--- src/rtl/ula_arbiter.sv ---
// ula_arbiter: two-port round-robin arbiter/sequencer in front of a single
// combinational ula. One operation in flight: IDLE -> EXEC -> RESP -> IDLE.
// Optional feature: define ULA_ARB_TIMEOUT_EN to drop a response that is not
// taken within TIMEOUT RESP cycles and pulse the timeout output.
module ula_arbiter #(
    parameter int unsigned DATA_W  = 4,
    parameter int unsigned OP_W    = 3,
    parameter int unsigned TIMEOUT = 15
) (
    input  logic              clk,
    input  logic              rst,
    input  logic              req0_valid,
    output logic              req0_ready,
    input  logic [DATA_W-1:0] req0_a,
    input  logic [DATA_W-1:0] req0_b,
    input  logic [OP_W-1:0]   req0_op,
    input  logic              req1_valid,
    output logic              req1_ready,
    input  logic [DATA_W-1:0] req1_a,
    input  logic [DATA_W-1:0] req1_b,
    input  logic [OP_W-1:0]   req1_op,
    output logic              rsp0_valid,
    input  logic              rsp0_ready,
    output logic              rsp1_valid,
    input  logic              rsp1_ready,
    output logic [DATA_W-1:0] rsp_s,
    output logic [DATA_W-1:0] ula_a,
    output logic [DATA_W-1:0] ula_b,
    output logic              ula_x,
    output logic              ula_y,
    output logic              ula_z,
    input  logic [DATA_W-1:0] ula_s,
`ifdef ULA_ARB_TIMEOUT_EN
    output logic              timeout,
`endif
    output logic              busy
);

    // The 5-bit wait counter must be able to reach the limit.
    if (TIMEOUT < 1 || TIMEOUT > 31) begin : g_bad_timeout
        $error("ula_arbiter: TIMEOUT must be in 1..31");
    end

    typedef enum logic [1:0] {StIdle, StExec, StResp} state_e;

    state_e            state_q, state_d;
    logic              last_grant_q;
    logic              owner_q;
    logic [DATA_W-1:0] ula_a_q, ula_b_q, rsp_s_q;
    logic [OP_W-1:0]   ula_op_q;

    logic              grant_port;
    logic              accept;
    logic              owner_rsp_ready;

`ifdef ULA_ARB_TIMEOUT_EN
    localparam logic [4:0] WaitLast = 5'(TIMEOUT - 1);
    logic [4:0] wait_cnt_q, wait_cnt_d;
    logic       timeout_q, timeout_d;
`endif

    // Grant selection and request handshake; only meaningful in IDLE.
    always_comb begin
        grant_port = req1_valid;
        if (req0_valid && req1_valid) begin
            grant_port = ~last_grant_q;
        end
        req0_ready      = (state_q == StIdle) && req0_valid && !grant_port;
        req1_ready      = (state_q == StIdle) && req1_valid && grant_port;
        accept          = (req0_valid && req0_ready) || (req1_valid && req1_ready);
        owner_rsp_ready = owner_q ? rsp1_ready : rsp0_ready;
    end

    // Next-state logic; the non-owner's rsp_ready never matters.
    always_comb begin
        state_d = state_q;
`ifdef ULA_ARB_TIMEOUT_EN
        wait_cnt_d = wait_cnt_q;
        timeout_d  = 1'b0;
`endif
        unique case (state_q)
            StIdle: begin
                if (accept) begin
                    state_d = StExec;
                end
            end
            StExec: begin
                state_d = StResp;
`ifdef ULA_ARB_TIMEOUT_EN
                wait_cnt_d = '0;
`endif
            end
            StResp: begin
                if (owner_rsp_ready) begin
                    state_d = StIdle;
`ifdef ULA_ARB_TIMEOUT_EN
                end else if (wait_cnt_q == WaitLast) begin
                    // Result is dropped; last_grant is untouched so order holds.
                    state_d   = StIdle;
                    timeout_d = 1'b1;
                end else begin
                    wait_cnt_d = wait_cnt_q + 5'd1;
`endif
                end
            end
            default: state_d = StIdle;
        endcase
    end

    // State, operand and result registers with synchronous reset.
    always_ff @(posedge clk) begin
        if (rst) begin
            state_q      <= StIdle;
            last_grant_q <= 1'b1;
            owner_q      <= 1'b0;
            ula_a_q      <= '0;
            ula_b_q      <= '0;
            ula_op_q     <= '0;
            rsp_s_q      <= '0;
`ifdef ULA_ARB_TIMEOUT_EN
            wait_cnt_q   <= '0;
            timeout_q    <= 1'b0;
`endif
        end else begin
            state_q <= state_d;
`ifdef ULA_ARB_TIMEOUT_EN
            wait_cnt_q <= wait_cnt_d;
            timeout_q  <= timeout_d;
`endif
            if (accept) begin
                owner_q      <= grant_port;
                last_grant_q <= grant_port;
                ula_a_q      <= grant_port ? req1_a  : req0_a;
                ula_b_q      <= grant_port ? req1_b  : req0_b;
                ula_op_q     <= grant_port ? req1_op : req0_op;
            end
            // ula has had one full cycle to settle on the registered operands.
            if (state_q == StExec) begin
                rsp_s_q <= ula_s;
            end
        end
    end

    // Output mapping.
    always_comb begin
        ula_a      = ula_a_q;
        ula_b      = ula_b_q;
        ula_x      = ula_op_q[OP_W-1];
        ula_y      = ula_op_q[1];
        ula_z      = ula_op_q[0];
        rsp_s      = rsp_s_q;
        rsp0_valid = (state_q == StResp) && !owner_q;
        rsp1_valid = (state_q == StResp) && owner_q;
        busy       = (state_q != StIdle);
`ifdef ULA_ARB_TIMEOUT_EN
        timeout    = timeout_q;
`endif
    end

endmodule
--- config.mk ---
export PLATFORM = sky130hd
export DESIGN_NAME = ula_arbiter
export DESIGN_NICKNAME = d
export VERILOG_FILES = /design/src/rtl/ula_arbiter.sv
export SDC_FILE = /design/constraint.sdc
export NUM_CORES = 1
export LEC_CHECK = 0
export CAP_MARGIN = 20
export CORE_MARGIN = 3
export CORE_UTILIZATION = 37
export CTS_CLUSTER_SIZE = 12
export DETAILED_ROUTE_END_ITERATION = 16
export GPL_ROUTABILITY_DRIVEN = 0
export PLACE_DENSITY = 0.8
export SYNTH_ARGS = -nofsm -noshare
export SYNTH_HDL_FRONTEND = slang
export SYNTH_SLANG_ARGS = --single-unit
export TNS_END_PERCENT = 5
--- constraint.sdc ---
create_clock -name clk -period 1.56 [get_ports clk]
set_clock_uncertainty 0.05 [all_clocks]
set_input_delay 0.468 -clock clk [delete_from_list [all_inputs] [get_ports clk]]
set_output_delay 0.468 -clock clk [all_outputs]
set_load 0.01 [all_outputs]
==> results.py, run 1 <==
metrics = {
    "place": {
        "placed_area_um2": 1540,
        "io_buffers": 51,
        "dp_hpwl_mm": 1.99,
    },
    "critical_path": {
        "critPathKind": "reg2out",
        "critPathLaunchType": "flip-flop",
        "cp.arrival_ps": 1240,
        "worst_ep_required_time_ps": 1040,
        "worstPathMaxFanout": 2,
        "end_kind": "output port",
    },
    "grt": {
        "grt_pass1_wl_mm": 4.27,
        "grt_usage_pct": 16.7,
        "grt_overflow": 0,
        "grt_max_degree": 15,
        "grt_pass1_vias": 997,
        "antenna_found_initial": 0,
    },
    "sta": {
        "fmax_mhz": 568,
        "setup_slack_ps": -200,
        "finalCritPeriodShare_pct": 113,
        "relSlewSlack_pct": 80.8,
        "fin_tns_setup_ps": -523,
        "setup_viol": 5,
        "slew_viol_final": 0,
        "period_needed_ps": 1760,
        "finalHoldViolCount": 0,
        "worst_slew_pin_slew_ps": 287,
        "rsz0062_at_grt": "true",
    },
    "clocking": {
        "cts_tree": "yes",
        "cts_sinks": 19,
        "cts_buffers": 3,
        "clk_latency_ps": 290,
        "cts.clk_slew.worst_paths_ps": 110,
        "cts_buffer_depth": 2,
        "cts_hold_buf": 0,
        "cts_root_buf": "clkbuf_4",
        "htree_levels": 1,
    },
    "synthesis": {
        "yosys.area.top_type": "dfxtp_1",
        "synth.most_common_cell": "nand2_1",
        "avgSynthCellArea_um2": 9.24,
        "netlist_top_cells_count": "nand2_1, dfxtp_1, a21oi_1",
        "syn-cell-area_um2": 915,
        "netlist_instances": 99,
        "synth_edf_count": 0,
        "ys.flop_type": "dfxtp_1",
        "asyncSetResetFlopFracSynth_pct": 0,
        "synthTopCellsByArea": "dfxtp_1, a311oi_2, nand2_1",
        "synth_fp_nets": 131,
        "synth_top_area_share_pct": 41.6,
        "ys_ff_latch": 19,
        "yosys_warnings": 0,
        "ys_seq_area_share_pct": 41.6,
        "ys_types": 25,
    },
    "drt": {
        "vias_per_cell": 4.98,
        "vias": 956,
        "first_pass_iters": 2,
        "ant_nets": 0,
        "drtIter0Drc": 11,
        "wl_mm": 2.56,
        "drcViolationCount": 0,
        "wire_per_inst_um": 13.3,
    },
    "power_and_ir_drop": {
        "power.total_uw": 1280,
        "power_leakage_uw": 0.000705,
        "ir_drop_uv": 599,
        "cellPowerDensity_nw_per_um2": 816,
    },
    "run_status": {
        "violations": "setup timing",
        "status": "finished, violations left",
    },
    "die": {
        "die_h_um": 55.7,
        "dieArea_um2": 3100,
        "coreArea_um2": 2280,
        "start_util_pct": 40.2,
        "die_x_um": 55.7,
        "rows": 17,
        "io_pins": 52,
    },
    "cells_and_area": {
        "drive_gt1_share_pct": 28.0,
        "areaGrowthSynthToFinish_pct": 71.4,
        "final_area_um2": 1570,
        "nNetsFinal": 197,
        "antenna_cells": 0,
    },
    "hold_path": {
        "hp-class": "reg2reg",
    },
    "run": {
        "maxCapViolations": 0,
    },
}
[placed cells by master, fill, tap and decap left out, types with 2 or more instances in the layout]
master / synthesis / layout
clkdlybuf4s50_1: 0 / 29
nand2_1: 22 / 22
dfxtp_1: 19 / 17
buf_4: 2 / 16
dlygate4sd2_1: 0 / 15
a21oi_1: 12 / 12
a311oi_2: 9 / 9
mux2i_1: 5 / 5
nor2_1: 7 / 5
buf_2: 4 / 5
clkbuf_4: 0 / 3
buf_6: 1 / 3
nor2_4: 0 / 2
a311oi_1: 2 / 2
nor2b_1: 2 / 2
dfxtp_2: 0 / 2
[critical path, stage by stage, from the launching register on]
cell     delay (ps)
dfxtp_2         340
or3b_4          410
nor2_4          100
buf_6           100
[kinds of logic after synthesis]
kind of cell / share of synthesized area [%]
buffers and inverters: 5.88
AO/OA/AOI/OAI: 27.5
multiplexers: 5.47
AND/OR/NAND/NOR: 19.6
flip-flops: 41.6
[layout make-up]
| cell class | instances | area (um^2) |
|---|---|---|
| well taps | 28 | 35.0 |
| fillers | 194 | 708 |
| multi-input cells | 71 | 509 |
| inverters | 1 | 3.75 |
| flip-flops and latches | 19 | 383 |
| repair buffers | 69 | 611 |
| clock buffers | 4 | 26.3 |
[report_power, final]
| part | switching (uW) | leakage, uW | total, uW | internal [uW] |
|---|---|---|---|---|
| combinational | 208 | 0.000532 | 465 | 258 |
| sequential | 31.6 | 0.000158 | 571 | 539 |
| clock | 145 | 0.0000150 | 244 | 99.2 |
| total | 384 | 0.000705 | 1280 | 896 |
[routing by layer]
metal / vias to the layer above / GRT usage, % / routed length [um]
met5: - / 0 / 0
met4: 0 / 5.21 / 19
met3: 2 / 5.57 / 219
met2: 39 / 29.2 / 1180
met1: 436 / 19.1 / 1150
li1: 479 / - / -
[metrics by stage]
stage	cells	hold WS, ps	setup slack [ps]	util, %
floorplan	99	454	32.5	-
global placement	187	433	-894	67.6
detailed placement	187	453	-935	67.6
CTS	192	469	-230	68.3
global route	192	496	-247	68.9
finish	192	457	-200	68.9
[what timing repair did]
item,CTS,global route
resized for setup,51,3
pin swaps,5,2
endpoints found under the setup margin,31,8
setup buffers,1,0
[registers in the layout, indices dropped and copies added, names as in the netlist]
name	cells
ula_a	4
owner_q	1
ula_b	4
rsp_s	4
state_q	2
ula_op_q	3
last_grant_q	1
[path summary, 6_finish.rpt]
check,start,slack (ps),depth (start not counted),end
hold / removal,rsp_s[3]$_SDFFE_PP0N_,460,2,rsp_s[3]$_SDFFE_PP0N_
setup / recovery,state_q[1]$_SDFFE_PP0P_,-200,3,req0_ready
hold reg to reg,rsp_s[3]$_SDFFE_PP0N_,460,2,rsp_s[3]$_SDFFE_PP0N_
setup reg to reg,state_q[1]$_SDFFE_PP0P_,40,4,last_grant_q$_SDFFE_PP1P_
Note: power is estimated with default switching activity, not from simulation.
==> run 2: changes to the inputs <==
CORE_UTILIZATION = 39   (was 37)
CTS_BUF_LIST = sky130_fd_sc_hd__clkbuf_2 sky130_fd_sc_hd__clkbuf_4 sky130_fd_sc_hd__clkbuf_8   (was unset)
PLACE_DENSITY = 0.84   (was 0.8)
==> results.py, run 2 (synthesis gave the netlist of run 1 again) <==
metrics = {
    "critical_path": {
        "critical_path.cell_chain": "or3b_4, nor2_4, buf_6",
        "critPathMaxStageDelay_ps": 410,
        "worstPathMaxFanout": 2,
        "cpMaxStageDelayCell": "or3b_4",
        "reg2regPathDepth": 6,
        "cp.arrival_ps": 1250,
        "crit_buf_inv": 1,
        "worst_ep_required_time_ps": 1040,
        "critPathLaunchType": "flip-flop",
        "worstReg2RegEnd": "ula_op_q[2]$_SDFFE_PP0P_",
        "end_kind": "output port",
        "ff2ff_setup_slack_ps": 130,
        "cpLargestDelayFamily": "simple AND/OR/NAND/NOR gates",
        "critPathKind": "reg2out",
        "r2r-start": "state_q[0]$_SDFFE_PP0P_",
    },
    "die": {
        "die_x_um": 54.4,
        "coreArea_um2": 2080,
        "io_pins": 52,
        "dieArea_um2": 2960,
        "start_util_pct": 43.9,
        "rows": 16,
        "die_h_um": 54.4,
    },
    "hold_path": {
        "whs_path_depth": 2,
        "hp-class": "reg2reg",
        "min_to": "rsp_s[2]$_SDFFE_PP0N_",
        "hold_start": "rsp_s[2]$_SDFFE_PP0N_",
    },
    "grt": {
        "grt_overflow": 0,
        "grt_pass1_vias": 913,
        "grt_max_degree": 15,
        "grt_pass1_wl_mm": 4.31,
        "grt_usage_pct": 20.1,
        "antenna_found_initial": 0,
    },
    "sta": {
        "finalCritPeriodShare_pct": 113,
        "setup_viol": 5,
        "finalHoldViolCount": 0,
        "relSlewSlack_pct": 82.0,
        "hold_slack_ps": 453,
        "fmax_mhz": 567,
        "period_needed_ps": 1760,
        "worst_slew_pin_slew_ps": 271,
        "slew_viol_final": 0,
        "setup_slack_ps": -205,
        "rsz0062_at_grt": "true",
    },
    "cells_and_area": {
        "multiInputGateArea_um2": 508,
        "n_fill_cell": 179,
        "ff_latch_area_um2": 383,
        "drive_gt1_share_pct": 26.7,
        "antenna_cells": 0,
        "final_cell_mix": "clkdlybuf4s50_1, nand2_1, dfxtp_1",
        "layout_commonest_cell": "clkdlybuf4s50_1",
        "areaGrowthSynthToFinish_pct": 71.3,
        "nNetsFinal": 194,
    },
    "clocking": {
        "cts_tree": "yes",
        "cts_buffer_depth": 2,
        "cts_buffers": 3,
        "cts_sinks": 19,
        "cts.clk_slew.worst_paths_ps": 110,
        "cts_root_buf": "clkbuf_4",
        "htree_levels": 1,
        "cts_hold_buf": 0,
        "clk_latency_ps": 290,
    },
    "drt": {
        "vias_per_cell": 5.20,
        "ant_nets": 0,
        "wl_mm": 2.73,
        "wire_per_inst_um": 14.5,
        "vias": 978,
        "first_pass_iters": 4,
        "drcViolationCount": 0,
        "drtIter0Drc": 14,
    },
    "power_and_ir_drop": {
        "ir_drop_uv": 419,
        "cellPowerDensity_nw_per_um2": 826,
        "power_leakage_uw": 0.000702,
        "power.total_uw": 1290,
    },
    "run_status": {
        "status": "finished, violations left",
        "violations": "setup timing",
    },
    "place": {
        "io_buffers": 51,
        "dp_hpwl_mm": 2.02,
    },
    "run": {
        "maxCapViolations": 0,
    },
}
-- run 2: changes by cell type in the layout (fill, tap and decap cells not counted) --
| cell | previous run | this run |
|---|---|---|
| dlygate4sd2_1 | 15 | 16 |
| buf_6 | 3 | 4 |
| clkbuf_1 | 1 | 0 |
| clkinv_2 | 0 | 1 |
| and2_1 | 1 | 0 |
| nor2_1 | 5 | 6 |
| buf_4 | 16 | 12 |
| buf_12 | 0 | 1 |
| buf_2 | 5 | 3 |
| nor2_2 | 1 | 0 |
| and2_2 | 0 | 1 |
-- run 2: through the flow --
stage / setup slack [ps] / TNS [ps] / utilization (%) / cell area (um^2) / cells
after CTS: -246 / -655 / 74.0 / 1540 / 188
after detailed placement: -928 / -7430 / 73.7 / 1530 / 184
after global placement: -888 / -7070 / 73.7 / 1530 / 184
after global routing: -241 / -871 / 75.2 / 1570 / 188
after floorplan: 32.5 / 0 / - / 915 / 99
final: -205 / -574 / 75.2 / 1570 / 188
-- run 2: final cells by class --
cell class | instances | area share [%]
clock buffer | 3 | 1.44
tap | 27 | 2.16
inverter | 1 | 0.240
clock inverter | 1 | 0.319
multi-input combinational | 71 | 32.4
sequential | 19 | 24.4
timing repair buffer | 66 | 39.0
-- run 2: layer usage --
| metal | vias up | part of all wire, % | track usage [%] |
|---|---|---|---|
| li1 | 479 | - | - |
| met1 | 455 | 39 | 23.5 |
| met2 | 40 | 52 | 36.1 |
| met3 | 4 | 7.9 | 6.27 |
| met4 | 0 | 0.92 | 3.73 |
| met5 | - | 0 | 0 |
-- run 2: repair_timing --
action / in CTS / in global routing
setup buffers: 0 / 0
gates resized for setup: 44 / 8
setup endpoints to repair: 32 / 15
pin swaps: 3 / 2
hold endpoints to repair: 0 / 0
-- run 2: worst register-to-register path: cells and delay by family (launching register included) --
family / cells / cell delay [ps]
AOI/OAI and AO/OA: 1 / 80
and+or+nand+nor: 2 / 360
DFF: 1 / 350
buffers and inverters: 3 / 480
-- run 2: worst max path at each step --
stage               cells past startpoint               startpoint    endpoint
detailed placement                      4               req0_valid  req0_ready
finish                                  3  state_q[1]$_SDFFE_PP0P_  req0_ready
global placement                        4               req0_valid  req0_ready
CTS                                     3  state_q[1]$_SDFFE_PP0P_  req0_ready
global route                            3  state_q[1]$_SDFFE_PP0P_  req0_ready
floorplan                               3               req1_valid  req1_ready
-- run 2: power by group --
group          internal [uW]  total [uW]  leakage [uW]  switching [uW]
clock network           95.1         245     0.0000177             150
logic                    267         479      0.000527             212
registers                539         570      0.000158            30.4
total                    901        1290      0.000702             392
==> run 3: changes to the inputs <==
--- a/config.mk
+++ b/config.mk
@@ -7,8 +7,7 @@
 export LEC_CHECK = 0
 export CAP_MARGIN = 20
-export CORE_MARGIN = 3
+export CORE_MARGIN = 2
 export CORE_UTILIZATION = 39
 export CTS_BUF_LIST = sky130_fd_sc_hd__clkbuf_2 sky130_fd_sc_hd__clkbuf_4 sky130_fd_sc_hd__clkbuf_8
-export CTS_CLUSTER_SIZE = 12
 export DETAILED_ROUTE_END_ITERATION = 16
 export GPL_ROUTABILITY_DRIVEN = 0
==> constraint.sdc (replaced) <==
create_clock -name clk -period 1.56 [get_ports clk]
set_clock_uncertainty 0.05 [all_clocks]
set_input_delay 0.234 -clock clk [delete_from_list [all_inputs] [get_ports clk]]
set_output_delay 0.234 -clock clk [all_outputs]
set_load 0.01 [all_outputs]
==> results.py, run 3 (synthesis gave the netlist of run 1 again) <==
metrics = {
    "drt": {
        "wl_met3_um": 164,
        "ant_nets": 0,
        "wl_met2_mm": 1.23,
        "first_pass_iters": 4,
        "drcViolationCount": 0,
        "vias_per_cell": 5.02,
        "wl_met1_mm": 1.02,
        "wire_per_inst_um": 13.3,
        "topRoutingLayerUsed": "met4",
        "wl_mm": 2.46,
        "drtIter0Drc": 9,
        "vias": 928,
    },
    "clocking": {
        "cts_sinks": 19,
        "clk_latency_ps": 300,
        "cts_setup_buffers": 0,
        "htree_levels": 1,
        "cts.clk_slew.worst_paths_ps": 100,
        "cts_tree": "yes",
        "cts_buffers": 3,
        "cts_buffer_depth": 2,
        "cts_root_buf": "clkbuf_4",
    },
    "hold_path": {
        "min_to": "rsp_s[1]$_SDFFE_PP0N_",
        "hp-class": "reg2reg",
        "whs_path_depth": 2,
        "hold_start": "rsp_s[1]$_SDFFE_PP0N_",
    },
    "cells_and_area": {
        "final_cell_mix": "clkdlybuf4s50_1, nand2_1, dfxtp_1",
        "antenna_cells": 0,
        "multiInputGateArea_um2": 490,
        "nNetsFinal": 190,
        "drive_gt1_share_pct": 21.7,
        "ff_latch_area_um2": 382,
        "layout_commonest_cell": "clkdlybuf4s50_1",
        "n_fill_cell": 183,
        "areaGrowthSynthToFinish_pct": 68.0,
    },
    "sta": {
        "fmax_mhz": 650,
        "relSlewSlack_pct": 81.4,
        "setup_slack_ps": 22.0,
        "period_needed_ps": 1540,
        "setup_viol": 0,
        "slew_viol_final": 0,
        "hold_slack_ps": 453,
        "finalCritPeriodShare_pct": 98.6,
        "worst_slew_pin_slew_ps": 279,
        "finalHoldViolCount": 0,
        "rsz0062_at_grt": "true",
    },
    "critical_path": {
        "cpMaxStageDelayCell": "or3b_4",
        "worst_ep_required_time_ps": 1280,
        "r2r-start": "state_q[1]$_SDFFE_PP0P_",
        "cpLargestDelayFamily": "simple AND/OR/NAND/NOR gates",
        "reg2regPathDepth": 6,
        "worstPathMaxFanout": 2,
        "critPathLaunchType": "flip-flop",
        "cp.arrival_ps": 1250,
        "critPathKind": "reg2out",
        "critPathMaxStageDelay_ps": 390,
        "ff2ff_setup_slack_ps": 140,
        "critical_path.cell_chain": "or3b_4, nor2_2, buf_2",
        "crit_buf_inv": 1,
        "worstReg2RegEnd": "ula_a[1]$_SDFFE_PP0P_",
        "end_kind": "output port",
    },
    "place": {
        "io_buffers": 51,
        "place_ws_ps": -435,
        "dp_hpwl_mm": 1.88,
    },
    "die": {
        "dieArea_um2": 2750,
        "io_pins": 52,
        "start_util_pct": 41.3,
        "rows": 17,
        "coreArea_um2": 2210,
        "die_x_um": 52.4,
        "die_h_um": 52.4,
    },
    "grt": {
        "antenna_found_initial": 0,
        "grt_pass1_wl_mm": 4.12,
        "grt_pass1_vias": 964,
        "grt_usage_pct": 20.3,
        "grt_overflow": 0,
        "grt_max_degree": 20,
    },
    "run": {
        "maxCapViolations": 0,
    },
    "power_and_ir_drop": {
        "ir_drop_uv": 726,
        "cellPowerDensity_nw_per_um2": 845,
        "power_leakage_uw": 0.000640,
    },
    "run_status": {
        "status": "completed",
    },
}
[run 3: cell count changes in the layout (fill, tap and decap cells not counted), sizes merged]
cell / delta
buf: -7
dlymetal6s2s: +2
clkbuf: +2
clkdlybuf4s50: +15
clkdlybuf4s15: +1
dlygate4sd2: -16
clkinv: -1
[run 3: worst max path at each step]
stage                       endpoint                     from  depth (start not counted)
after floorplan           req1_ready  state_q[0]$_SDFFE_PP0P_                          4
after global placement    req0_ready               req0_valid                          4
after detailed placement  req0_ready               req0_valid                          4
after CTS                 req0_ready               req0_valid                          4
after global routing      req0_ready  state_q[0]$_SDFFE_PP0P_                          3
final                     req0_ready  state_q[0]$_SDFFE_PP0P_                          3
[run 3: layout make-up]
class	count	share of cell area, %
repair buffers	62	38.8
multi-input cells	71	31.9
clock buffers	4	1.95
inverters	1	0.244
well taps	28	2.28
flip-flops and latches	19	24.8
[run 3: timing repair]
action,CTS,global route
pin swaps,0,1
endpoints found under the setup margin,5,6
resized for setup,11,10
hold buffers,0,0
[run 3: tightest hold or removal path, delay by kind of cell (launching register included)]
kind | cells | cell delay [ps]
DFF | 1 | 340
muxes | 1 | 70
and+or+nand+nor | 1 | 70
[run 3: report_power, final]
part / total, uW / switching (uW) / leakage [uW] / internal (uW)
Combinational: 460 / 194 / 0.000464 / 265
Sequential: 572 / 32.7 / 0.000157 / 539
Clock: 266 / 150 / 0.0000184 / 117
Total: 1300 / 377 / 0.000640 / 921
[run 3: stage by stage]
stage                     setup TNS, ps  cells  total power, uW  area [um^2]  util (%)
after floorplan                       0     99              804          915         -
after global placement            -2190    181             1030         1510      68.0
after detailed placement          -2580    181             1050         1510      68.0
after CTS                         -22.9    185             1300         1520      68.8
after global routing              -68.6    185             1380         1540      69.5
final                                 0    185             1300         1540      69.5
[run 3: routing by layer]
layer / global-route usage [%] / up-vias
li1: - / 469
met1: 22.9 / 416
met2: 35.6 / 39
met3: 5.14 / 4
met4: 8.97 / 0
met5: 0 / -
==> RTL change 1, RTL diff (settings of run 2) <==
Re-encode `state_e` (3 states) as one-hot, 3 bits wide.
--- a/src/rtl/ula_arbiter.sv
+++ b/src/rtl/ula_arbiter.sv
@@ -41,7 +41,7 @@
         $error("ula_arbiter: TIMEOUT must be in 1..31");
     end
 
-    typedef enum logic [1:0] {StIdle, StExec, StResp} state_e;
+    typedef enum logic [2:0] {StIdle = 3'b001, StExec = 3'b010, StResp = 3'b100} state_e;
 
     state_e            state_q, state_d;
     logic              last_grant_q;
Formal check against the unedited RTL: same outputs for any inputs over 10 cycles, from zero or initial values and one cycle with rst high; not proved beyond that.
==> RTL change 1 against run 2 <==
The flow still finishes with violations (negative setup slack). Critical path depth up 1. Routed wire length up 18%. Power up 25%. Global-route usage up 1.4 points. Setup slack worse by 10 ps. Critical endpoint unchanged. Synthesized cell count down 2.0%. Synthesized area up 9.6%. Sequential cell count up 1. First-iteration DRC count up 93%. Design area up 12%.
==> RTL change 1: results <==
metrics = {
    "critical_path": {
        "critPathMaxStageDelay_ps": 390,
        "crit_slowest_cell": "dfxtp_4",
        "crit_fanout": 4,
        "regToRegEndpoint": "ula_op_q[0]",
        "r2r_slack_ps": 40,
    },
    "grt": {
        "grt_pass1_wl_mm": 5.49,
        "grt_pass1_vias": 1136,
        "grt_usage": 0.215,
        "grt_max_degree": 14,
    },
    "cells_and_area": {
        "layout-drive-gt1-share": 0.325,
        "stdcell_count": 194,
        "nNetsFinal": 199,
    },
    "yosys": {
        "synthesis.nets": 129,
        "netlist-cell-type-count": 27,
        "synth_area_leaders": "dfxtp_1 40%, a221oi_2 13%, o32ai_1 9.6%",
        "synth_compound_area_frac": 0.316,
        "synth_mux_area_frac": 0.0400,
        "syn_avg_cell_area_um2": 10.3,
        "seq_area_frac_synth": 0.400,
    },
    "power": {
        "clockPowerShare": 0.262,
        "power_leakage_nw": 0.732,
        "power.density_nw_per_um2": 925,
        "comb-power_mw": 0.589,
    },
    "timing": {
        "hold_ws_ps": 413,
        "fin_ws_ps": -215,
        "maxSlewHeadroom": 0.683,
        "tns_ps": -959,
        "setup_viol": 5,
    },
    "hold_path": {
        "whs_endpoint": "ula_op_q[1]",
        "min_from": "ula_op_q[1]",
        "holdCritPathClass": "register to register",
    },
    "place": {
        "dpl-instance-area_um2": 1620,
        "dpl.hpwl_mm": 2.24,
        "dp_slack_ps": -807,
    },
    "routing": {
        "drt_iter0_markers": 27,
        "vias_per_cell": 5.60,
        "wire_per_inst_um": 16.6,
    },
    "run_status": {
        "outcome": "complete, but fails checks",
        "violations": "negative setup slack",
    },
    "clocking": {
        "cts_root_buf": "clkbuf_4",
    },
}
-- RTL change 1: cell count changes after synthesis, sizes merged, moves of 2 or more --
cell / run 2 / this run
a21oi: 12 / 0
clkbuf: 0 / 2
inv: 1 / 13
o21ai: 0 / 2
a311oi: 11 / 0
nor3: 0 / 2
a221oi: 0 / 11
nor4b: 0 / 2
nand2: 22 / 0
o32ai: 0 / 11
-- RTL change 1: cell families (layout without fill, tap and decap cells) --
family,Yosys count,in the layout
AO/OA/AOI/OAI,30,30
buffers and inverters,22,91
AND/OR/NAND/NOR,21,21
flip-flops,20,20
multiplexers,4,4
-- RTL change 1: per-layer routing --
metal | vias to the layer above | GRT usage | share of wire
met5 | - | 0 | 0
met4 | 0 | 0.0542 | 0.011
met1 | 525 | 0.244 | 0.37
li1 | 512 | - | -
met2 | 44 | 0.399 | 0.55
met3 | 6 | 0.0483 | 0.063
-- RTL change 1: worst max path at each step --
| stage | startpoint | endpoint | cells after the start |
|---|---|---|---|
| 6_report | state_q[0] | req0_ready | 4 |
| 5_1_grt | state_q[0] | req0_ready | 4 |
| 4_1_cts | state_q[1] | rsp1_valid | 3 |
| 3_5_place_dp | req1_valid | req1_ready | 4 |
| 3_3_place_gp | req1_valid | req1_ready | 4 |
| 2_1_floorplan | state_q[0] | req1_ready | 4 |
-- RTL change 1: final cells by class --
cell class	instances	area [um^2]	share of cell area
timing repair buffer	74	662	0.378
multi-input combinational	55	544	0.310
sequential	20	410	0.234
inverter	13	48.8	0.0278
tap	28	35.0	0.0200
clock inverter	1	30.0	0.0171
clock buffer	3	22.5	0.0128
-- RTL change 1: timing repair --
item	CTS	global route
buffers inserted	5	1
pin swaps	3	2
setup endpoints to repair	31	20
resized for setup	52	5
hold endpoints to repair	0	0
==> RTL change 2, RTL diff (settings of run 2) <==
Without the edit above. `DATA_W`: 4 -> 3.
--- a/src/rtl/ula_arbiter.sv
+++ b/src/rtl/ula_arbiter.sv
@@ -3,7 +3,7 @@
 // Optional feature: define ULA_ARB_TIMEOUT_EN to drop a response that is not
 // taken within TIMEOUT RESP cycles and pulse the timeout output.
 module ula_arbiter #(
-    parameter int unsigned DATA_W  = 4,
+    parameter int unsigned DATA_W  = 3,
     parameter int unsigned OP_W    = 3,
     parameter int unsigned TIMEOUT = 15
 ) (
Interface: changed (8 resized); port bits go from 52 to 44. The function was not compared with the original's and may differ.
==> RTL change 2 against run 2 <==
Sequential cell count decreased by 3. Power shrank 13%. Design area fell by 19%. Die area down 18%. Highest routed layer unchanged. Global-route usage is 0.48 points higher. Hold slack got worse by 6.2 ps. The flow still finishes with violations (negative setup slack). Setup slack worse by 3.4 ps. Sequential share of layout area increased by 0.90 points. Synthesized area shrank 20%. Routed wire length decreased by 16%. Largest power group unchanged. Combinational power fell by 25%.
==> RTL change 2: results <==
metrics = {
    "power": {
        "power_leakage_nw": 0.590,
        "total_power_mw": 1.12,
        "peakVddDrop_mv": 0.457,
        "internal_power_mw": 0.797,
    },
    "timing": {
        "fin_ws_ps": -208,
        "setup_viol": 5,
        "hold_ws_ps": 446,
        "maxSlewHeadroom": 0.839,
        "tns_ps": -500,
    },
    "routing": {
        "wl_met2_mm": 1.17,
        "drt_iter0_markers": 13,
        "vias_per_cell": 5.02,
        "dr_wl_met3_um": 138,
        "drt_wl_total_mm": 2.30,
    },
    "critical_path": {
        "crit_fanout": 3,
        "reg2reg_from": "state_q[1]",
    },
    "clocking": {
        "clkTransAtPathRegs_ps": 90,
    },
    "yosys": {
        "synthesis.nets": 111,
        "netlist-cell-type-count": 23,
        "synth_cells": 84,
        "synth_top_area_frac": 0.436,
    },
    "place": {
        "dp_cells": 159,
        "dpl.hpwl_mm": 1.72,
        "dp_slack_ps": -948,
    },
    "hold_path": {
        "whs_endpoint": "rsp_s[1]",
    },
    "cells_and_area": {
        "layout-drive-gt1-share": 0.232,
        "fillers": 144,
    },
    "run_status": {
        "violations": "negative setup slack",
        "outcome": "complete, but fails checks",
    },
    "grt": {
        "grt_max_degree": 13,
        "met2_usage": 0.344,
        "grt_pass1_wl_mm": 3.80,
        "met1_usage": 0.220,
        "grt_usage": 0.206,
    },
}
## RTL change 2: repair_timing
action                                  CTS  global route
endpoints found under the setup margin   28             5
pin swaps                                 1             0
resized for setup                        44             3
## RTL change 2: worst reg2reg max path, cell delays in order, from the launching register on
cell and delay, ps:
dfxtp_2 360, or3b_4 400, buf_4 140, a221o_1 330
## RTL change 2: area by class of cell
class | count | share of cell area
clock buffer | 4 | 0.0285
inverter | 1 | 0.00295
multi-input combinational | 61 | 0.309
sequential | 16 | 0.253
tap | 25 | 0.0246
timing repair buffer | 56 | 0.381
## RTL change 2: kinds of logic (layout without fill, tap and decap cells)
| kind of cell | count (synthesis) | after routing | share of synthesized area |
|---|---|---|---|
| AO/OA/AOI/OAI | 23 | 23 | 0.232 |
| multiplexers | 4 | 4 | 0.0545 |
| flip-flops | 16 | 16 | 0.436 |
| AND/OR/NAND/NOR | 34 | 34 | 0.218 |
| buffers and inverters | 7 | 61 | 0.0596 |
